$ cat src/rtl/vic_wb_buffer.sv
// Victim-cache writeback buffer: circular FIFO of evicted dirty lines that
// drains to memory as stores, with a combinational forwarding lookup and flush.
module vic_wb_buffer #(
  parameter int DEPTH        = 4,
  parameter int NUM_SET_BITS = 4,
  parameter int NUM_TAG_BITS = 8,
  localparam int LINE_W      = 1 + NUM_TAG_BITS + 64
) (
  input  logic                    clock,
  input  logic                    reset,
  input  logic                    fired_valid,
  input  logic [LINE_W-1:0]       fired_victim,
  input  logic [NUM_SET_BITS-1:0] fired_set_index,
  output logic                    in_ready,
  input  logic [NUM_TAG_BITS-1:0] rd_tag,
  input  logic [NUM_SET_BITS-1:0] rd_set_index,
  output logic                    rd_hit,
  output logic [63:0]             rd_data,
  output logic [1:0]              proc2mem_command,
  output logic [63:0]             proc2mem_addr,
  output logic [63:0]             proc2mem_data,
  input  logic [3:0]              mem2proc_response,
  input  logic                    flush_req,
  output logic                    flush_done,
  output logic                    empty
);

  localparam logic [1:0] BUS_NONE  = 2'h0;
  localparam logic [1:0] BUS_STORE = 2'h2;
  localparam int PW  = $clog2(DEPTH);
  localparam int CW  = PW + 1;
  localparam int PAD = 64 - NUM_TAG_BITS - NUM_SET_BITS - 3;

  typedef struct packed {
    logic                    valid;
    logic [NUM_TAG_BITS-1:0] tag;
    logic [63:0]             data;
  } CACHE_LINE_T;

  typedef struct packed {
    logic                    valid;
    logic [NUM_TAG_BITS-1:0] tag;
    logic [NUM_SET_BITS-1:0] set_index;
    logic [63:0]             data;
  } entry_t;

  typedef enum logic [1:0] {IDLE, SEND, FLUSH} state_t;

  CACHE_LINE_T   line;
  entry_t        ent_q [DEPTH];
  entry_t        ent_d [DEPTH];
  logic [PW-1:0] head_q, head_d;
  logic [PW-1:0] tail_q, tail_d;
  logic [CW-1:0] count_q, count_d;
  state_t        state_q, state_d;
  logic          flush_done_q, flush_done_d;
  logic          storing;
  logic          push;
  logic          pop;

  assign line     = fired_victim;
  assign storing  = (state_q != IDLE);
  assign in_ready = !reset && (state_q != FLUSH)
                    && (count_q < CW'(DEPTH));
  assign push     = fired_valid && in_ready;
  assign pop      = storing && (mem2proc_response != 4'h0);

  assign proc2mem_command = storing ? BUS_STORE : BUS_NONE;
  assign proc2mem_addr    = storing ?
    {{PAD{1'b0}}, ent_q[head_q].tag, ent_q[head_q].set_index, 3'b000}
    : 64'h0;
  assign proc2mem_data    = storing ? ent_q[head_q].data : 64'h0;
  assign empty            = (count_q == '0);
  assign flush_done       = flush_done_q;

  always_comb begin
    ent_d   = ent_q;
    head_d  = head_q;
    tail_d  = tail_q;
    count_d = count_q;
    if (pop) begin
      ent_d[head_q].valid = 1'b0;
      head_d = head_q + PW'(1);
    end
    if (push) begin
      ent_d[tail_q].valid     = line.valid;
      ent_d[tail_q].tag       = line.tag;
      ent_d[tail_q].set_index = fired_set_index;
      ent_d[tail_q].data      = line.data;
      tail_d = tail_q + PW'(1);
    end
    unique case ({push, pop})
      2'b10:   count_d = count_q + CW'(1);
      2'b01:   count_d = count_q - CW'(1);
      default: count_d = count_q;
    endcase
  end

  // A flush request in any state ends once the post-update count is zero.
  always_comb begin
    state_d      = state_q;
    flush_done_d = 1'b0;
    if ((state_q == FLUSH) || flush_req) begin
      if (count_d == '0) begin
        state_d      = IDLE;
        flush_done_d = 1'b1;
      end else begin
        state_d = FLUSH;
      end
    end else begin
      unique case (state_q)
        IDLE:    if (count_q != '0) state_d = SEND;
        SEND:    if (count_d == '0) state_d = IDLE;
        default: state_d = IDLE;
      endcase
    end
  end

  // Walk oldest to youngest so the youngest match wins.
  always_comb begin
    logic [PW-1:0] idx;
    idx     = '0;
    rd_hit  = 1'b0;
    rd_data = 64'h0;
    for (int i = 0; i < DEPTH; i++) begin
      idx = head_q + PW'(i);
      if (ent_q[idx].valid && (ent_q[idx].tag == rd_tag)
          && (ent_q[idx].set_index == rd_set_index)) begin
        rd_hit  = 1'b1;
        rd_data = ent_q[idx].data;
      end
    end
  end

  always_ff @(posedge clock or posedge reset) begin
    if (reset) begin
      for (int i = 0; i < DEPTH; i++) ent_q[i] <= '0;
      head_q       <= '0;
      tail_q       <= '0;
      count_q      <= '0;
      state_q      <= IDLE;
      flush_done_q <= 1'b0;
    end else begin
      ent_q        <= ent_d;
      head_q       <= head_d;
      tail_q       <= tail_d;
      count_q      <= count_d;
      state_q      <= state_d;
      flush_done_q <= flush_done_d;
    end
  end

endmodule

$ cat config.mk
export PLATFORM = sky130hd
export DESIGN_NAME = vic_wb_buffer
export DESIGN_NICKNAME = d
export VERILOG_FILES = /design/src/rtl/vic_wb_buffer.sv
export SDC_FILE = /design/constraint.sdc
export NUM_CORES = 1
export LEC_CHECK = 0
export CAP_MARGIN = 20
export CORE_MARGIN = 5
export CORE_UTILIZATION = 57
export CTS_CLUSTER_DIAMETER = 120
export CTS_CLUSTER_SIZE = 20
export DETAILED_ROUTE_END_ITERATION = 6
export GPL_TIMING_DRIVEN = 0
export PLACE_DENSITY = 0.82
export SYNTH_ARGS = -nofsm -noshare
export SYNTH_HDL_FRONTEND = slang
export SYNTH_SLANG_ARGS = --single-unit
$ cat constraint.sdc
create_clock -name clock -period 11.3 [get_ports clock]
set_input_delay 1.695 -clock clock [delete_from_list [all_inputs] [get_ports clock]]
set_output_delay 1.695 -clock clock [all_outputs]
set_load 0.02 [all_outputs]
==> results of run 1 <==
## through the flow
stage	worst slack, ps	instances
final	3760	2679
after global routing	3560	2677
after CTS	3880	2671
after detailed placement	4400	2650
after global placement	-2600	2646
after floorplan	805	1882
## power breakdown
group / internal [uW] / total [uW] / leakage [uW] / switching, uW
Clock: 310 / 710 / 0.000246 / 399
Combinational: 2890 / 5430 / 0.00698 / 2540
Sequential: 1680 / 2350 / 0.00411 / 679
Total: 4870 / 8490 / 0.0113 / 3620
## cells in the mapped netlist, types with 40 or more instances
cell type and count:
a21oi_1 66, and2_1 76, buf_1 44, buf_2 73, buf_4 74, clkbuf_1 40, dfrtp_1 318, inv_1 78
mux2_2 308, mux4_2 286, nand3_1 70, o2111ai_1 66, o21ai_0 70, o22a_1 64
## routing by layer
layer	vias up	part of all wire, %	track usage, %
met1	9813	34	43.9
met4	6	6.8	18.9
li1	7688	-	-
met5	-	0.051	0
met2	1739	45	53.2
met3	383	14	11.9
## final cells by class
| cell class | count | share of cell area, % |
|---|---|---|
| clock buffers | 20 | 1.78 |
| repair buffers | 240 | 8.94 |
| diodes | 4 | 0.0363 |
| flip-flops and latches | 318 | 28.9 |
| clock inverters | 1 | 0.0318 |
| multi-input cells | 1241 | 51.8 |
| plain buffers | 244 | 5.04 |
| well taps | 532 | 2.42 |
| inverters | 79 | 1.10 |
## kinds of logic (layout without fill, tap and decap cells)
logic type               count (synthesis)  after routing
flip-flops                             318            318
adder cells (fa/ha/maj)                 10             10
other                                    1             57
AND/OR/NAND/NOR                        201            201
AO/OA/AOI/OAI                          286            286
multiplexers                           633            633
XOR/XNOR                                58             58
buffers and inverters                  323            584
## registers in the layout, summed over array words and instances, names as in the netlist
name / flops
head_q: 2
state_q: 2
flush_done: 1
tail_q: 2
ent_q: 308
count_q: 3
## worst paths after layout
path	start	depth (start not counted)	end	slack, ps
max	head_q[1]$_DFFE_PP0N_	17	rd_data[8]	3760
min	state_q[1]$_DFFE_PP0P_	1	state_q[0]$_DFFE_PP0P_	480
max in group asynchronous	reset	4	ent_q[247]$_DFFE_PP0P_	8130
max reg2reg	head_q[1]$_DFFE_PP0N_	13	head_q[1]$_DFFE_PP0N_	7110
min in group asynchronous	reset	2	count_q[0]$_DFF_PP0_	1620
min reg2reg	state_q[1]$_DFFE_PP0P_	1	state_q[0]$_DFFE_PP0P_	480
==> impl_results.md, run 1 <==
- Placeable core area: 0.0410 mm2
- Detail Route Antenna Nets: 0
- Post-cts resize count: 0
- Initial Utilization: roughly 58%
- Initial antenna violation count: 5
- Clock Latency Late Sink: 560 ps
- Ports: between 200 and 300
- Starting DRT DRC Count: 2591
- Slew headroom: 17.7%
- Most frequent cells in the layout: 318 x dfrtp_1, 308 x mux2_2, 286 x mux4_2
- Area leader, netlist: dfrtp_1
- Largest family of logic cells by synthesized area: multiplexers
- Total routed wirelength: between 80 and 90 mm
- Die Height: approximately 210 um
- Final core occ: between 60% and 70%
- CTS Root Cell: clkbuf_16
- Pre-antenna DRT Iters: 7
- Worst slew pin tran: 1230 ps
- Simple-gate share of the synthesized area: 4.70%
- Final Cell Area: about 0.028 mm2
- DRC Markers: 0
- Async SR Flop Fraction: between 90% and 100%
- Cells after Synth: roughly 1800
- Hold WC Path Type: flop to flop
- Total power draw: about 8500 uW
- CP top delay family: buffers and inverters
- Crit-path max FO: 10
- Final Critical Period: about 7500 ps
- Worst setup SP type: flop
- Multi-input gate area: between 0.01 and 0.015 mm2
- Hold buffer count at cts: 0
- Setup Fix Bufs, Post-CTS: 0
- PwrDens: between 300 and 400 mW/mm2
- Max Cap Violations: 0
- Compound-Gate Fraction of Synth Area: under 10%
- Top cells by area, synth: dfrtp_1 34%, mux4_2 27%, mux2_2 15%
- Static Leak: between 0.01 and 0.015 uW
- Worst Path Arrival: between 5000 and 6000 ps
- Sequential Area: between 0.007 and 0.008 mm2
- Final hold viol count: 0
- Share of cells above drive strength 1: between 30% and 40%
- TritonCTS buffer count: 19
- Post-synth EDFFs: 0
- Vias in the first global route: 19500
- Fin Clk Skew: 32.8 ps
- Period utilization: 66.7%
- Fmax: approximately 0.13 GHz
- Layout area overhead: 16.2%
- I/O Buffers: around 230
- Sequential cell area fraction in the yosys report: 33.6%
- Via count: 19600
- Dpl cell area: about 0.027 mm2
- Max IR drop VDD: 168 uV
- Row count: 74
- Total gr overflow: 0
- GRT Util Overall: between 30% and 40%
- Die width: 214 um
- Clock sinks: 318
- RSZ-0062 raised after global routing: no
- Area share of the largest cell type after synthesis: between 30 and 40%
- DP Wirelength: around 58 mm
- Full die area: 0.0458 mm2
- Final setup violating endpoints: 0
- Post-Synth Adder-Cell Area: less than 1%
- Mux contribution to synthesized area: 43.6%
- Filler cells: 2987
- Hold Slack: 479 ps
- Largest net degree at the start of global routing: roughly 140
- CTS tree: yes
- Post-synthesis xor/xnor area fraction: 2.14%
- Status: finished clean
- Synthesized cell area: roughly 0.024 mm2
- Yosys reg bits: 318
- Final Slew Violations: 0
- Worst EP required: 9610 ps
- Critical Path Max Stage Delay: around 630 ps
- Commonest non-fill, non-tap cell in the layout: dfrtp_1
- GPL Wtd Cong: between 0.9 and 1
- Buf/Inv on CP: 9
- Synth Warn #: 0
- Crit Path Class: flop to primary output
- CP max stage cell: clkdlybuf4s50_1
- Library cells used by synthesis: 53
- Clock slew at reported path FFs: 90 ps
- Main flop type after synthesis: dfrtp_1
- Post-synthesis area per instance: about 13 um2
- Vias per std cell: ~7.3
- Clock Path Buffers: 3
- CP Capture Type: primary output
- WL per Instance: around 31 um
- Worst path cell trace: buf_4 -> buf_4 -> inv_1 -> ha_1 -> buf_6 -> buf_2 -> buf_4 -> mux4_2 -> xnor2_1 -> nand4_1 -> nor3b_1 -> buf_2 -> buf_2 -> nand3_1 -> a21oi_1 -> o22a_1 -> clkdlybuf4s50_1
- H-tree Lvls: 1
- Setup TNS: 0 ps
- First-pass GRT wire length: roughly 120 mm
- Final net count: 2250
Power figures use the tool's default switching activity.
==> inputs of run 2 (changes only) <==
- clock period: 11.3 -> 7.4 ns (I/O delays scaled with it)
==> run 2 against run 1 <==
Compared with the run above:
- the flow now finishes with violations (DRC)
- non-clock buffer count rose by 5
- routed wire length rose by 0.95%
- setup slack got worse by 3500 ps
- clock power increased by 54%
- via count grew 0.49%
- count of clock-buffer cells in the layout is the same
- combinational power increased by 53%
- hold slack lost 5.1 ps
==> impl_results.md, run 2 (synthesized netlist as in run 1, its figures left out) <==
- Clock Path Buffers: 3 (unchanged)
- Internal: 7450 uW (+53%)
- Slew headroom: 10.9% (-6.8 points)
- Worst EP required: 6290 ps (-3320 ps)
- Max IR drop VDD: 276 uV (+64%)
- Detail Route Antenna Nets: 0 (unchanged)
- Final Slew Violations: 0 (unchanged)
- DRC Markers: 3 (+3)
- Worst setup SP type: flop
- Largest register by flop count: ent_q
- Setup TNS: 0 ps (unchanged)
- Clock sinks: 318 (unchanged)
- Initial antenna violation count: 5 (unchanged)
- Worst Path Arrival: 6010 ps (+170 ps)
- Most frequent cells in the layout: 318 x dfrtp_1, 308 x mux2_2, 286 x mux4_2
- GPL Wtd Cong: 0.958 (+0.45%)
- Sequential power share: 27.7% (about the same)
- Initial Utilization: 57.8% (unchanged)
- Multi-input gate area: 0.0143 mm2 (about the same)
- Top Metal Used: met5
- Clock Latency Late Sink: 540 ps (-20 ps)
- First-pass GRT wire length: 125 mm (+1.9%)
- Setup Fix Bufs, Post-CTS: 0 (unchanged)
- Hold WC Path Type: flop to flop
- Number of flip-flops in the largest register: 308 (unchanged)
- Via count: 19700 (+0.49%)
- Vias per std cell: 7.34 (+0.23%)
- Pre-antenna DRT Iters: 7 (unchanged)
- Die width: 214 um (unchanged)
- Filler cells: 2947 (-1.3%)
- H-tree Lvls: 1 (unchanged)
- Final setup violating endpoints: 0 (unchanged)
- CTS tree: yes
- Full die area: 0.0458 mm2 (unchanged)
- Starting DRT DRC Count: 2524 (-2.6%)
- Ports: 295 (unchanged)
- Regs by FF count: ent_q x308, count_q x3
- Final net count: 2255 (+0.22%)
- Wire length on met1: 28.4 mm (+1.1%)
- CP Capture Type: primary output
- Status: complete, but fails checks
- WL per Instance: 31.0 um (+0.69%)
- Hold buffer count at cts: 0 (unchanged)
- Clk pwr share: 8.4% (about the same)
- Fmax: 0.140 GHz
- Sequential Area: 0.00796 mm2 (unchanged)
- Total routed wirelength: 83.4 mm (+0.95%)
- Routed length on met3: 11.5 mm (+1.6%)
- Fin Clk Skew: 9.63 ps (-23.2 ps)
- PwrDens: 471 mW/mm2 (+53%)
- Layout area overhead: 16.6%
- Die Height: 214 um (unchanged)
- Comb power frac: 63.9% (about the same)
- Largest net degree at the start of global routing: 45 (-67%)
- Final Critical Period: between 7000 and 8000 ps
- Share of cells above drive strength 1: 36.9% (+0.12 points)
- Worst slew pin tran: 1340 ps (+103 ps)
- Met2 routed wirelength: 37.6 mm (+0.16%)
- Max Cap Violations: 0 (unchanged)
- Row count: 74 (unchanged)
- Static Leak: 0.0114 uW (+0.21%)
- TritonCTS buffer count: 19 (unchanged)
- CTS Root Cell: clkbuf_16
- Commonest non-fill, non-tap cell in the layout: dfrtp_1
- DP Wirelength: 58.9 mm (+1.9%)
- Hold Slack: 474 ps (-5.12 ps)
- Violated checks: DRC
- Clock slew at reported path FFs: 90 ps (about the same)
- I/O Buffers: 232 (unchanged)
- Sw Ratio: 42.7% (+0.12 points)
- GRT Util Overall: 35.3% (+0.55 points)
- Post-cts resize count: 0 (unchanged)
- Period utilization: a little over nine tenths
- Final hold viol count: 0 (unchanged)
- Vias in the first global route: 19900 (+2.1%)
- Switching power: 5560 uW (+54%)
- Crit Path Class: flop to primary output
- Placeable core area: 0.0410 mm2 (unchanged)
- Crit-path max FO: 10 (unchanged)
- Total gr overflow: 0 (unchanged)
- RSZ-0062 raised after global routing: no
[run 2: cell count changes in the layout (fill, tap and decap cells not counted), sizes merged]
cell / before / now
diode: 4 / 7
clkinvlp: 0 / 1
inv: 80 / 78
buf: 212 / 217
[run 2: routing by layer]
layer | vias up | track usage (%)
met5 | - | 0
met4 | 4 | 18.2
li1 | 7673 | -
met2 | 1788 | 54.6
met1 | 9797 | 45.0
met3 | 463 | 11.4
[run 2: power by group through the flow]
| stage | Clock (uW) | Sequential (uW) | Combinational (uW) |
|---|---|---|---|
| detailed placement | 0 | 3570 | 8130 |
| global placement | 0 | 3430 | 7930 |
| CTS | 1080 | 3530 | 8170 |
| global route | 1140 | 3700 | 8730 |
| floorplan | 0 | 3210 | 5990 |
| finish | 1090 | 3610 | 8310 |
[run 2: layout make-up]
cell class	instances	share of cell area, %
Multi-Input combinational cell	1241	51.6
Antenna cell	7	0.0634
Clock buffer	20	1.77
Sequential cell	318	28.8
Tap cell	532	2.41
Timing Repair Buffer	245	9.25
Buffer	244	5.03
Inverter	79	1.09
[run 2: path summary, 6_finish.rpt]
path	slack [ps]	endpoint	startpoint	cells after the start
setup / recovery	280	rd_data[44]	head_q[1]$_DFFE_PP0N_	17
hold / removal	470	state_q[0]$_DFFE_PP0P_	state_q[1]$_DFFE_PP0P_	1
setup reg to reg	3190	head_q[1]$_DFFE_PP0N_	head_q[1]$_DFFE_PP0N_	13
hold reg to reg	470	state_q[0]$_DFFE_PP0P_	state_q[1]$_DFFE_PP0P_	1
max in group asynchronous	4930	ent_q[160]$_DFFE_PP0P_	reset	6
min in group asynchronous	1060	ent_q[303]$_DFFE_PP0P_	reset	2
[run 2: metrics by stage]
stage / total power, uW / util, % / area, um2 / instances / setup slack, ps
after floorplan: 9190 / - / 23900 / 1882 / 2050
after global placement: 11400 / 65.6 / 26900 / 2646 / 101
after detailed placement: 11700 / 66.1 / 27100 / 2657 / 1080
after CTS: 12800 / 67.3 / 27600 / 2677 / 472
after global routing: 13600 / 67.4 / 27600 / 2681 / 221
final: 13000 / 67.4 / 27600 / 2686 / 278
[run 2: critical path, stage by stage, from the launching register on]
cell and delay, ps:
dfrtp_1 400, buf_4 220, buf_4 240, inv_1 170, ha_1 330, buf_6 140, buf_2 310, buf_4 300
buf_6 220, mux4_2 320, xor2_1 180, nor4_1 420, o2111ai_1 430, buf_2 360, clkbuf_1 310, o21ai_0 210
o22a_1 270, clkdlybuf4s50_1 640
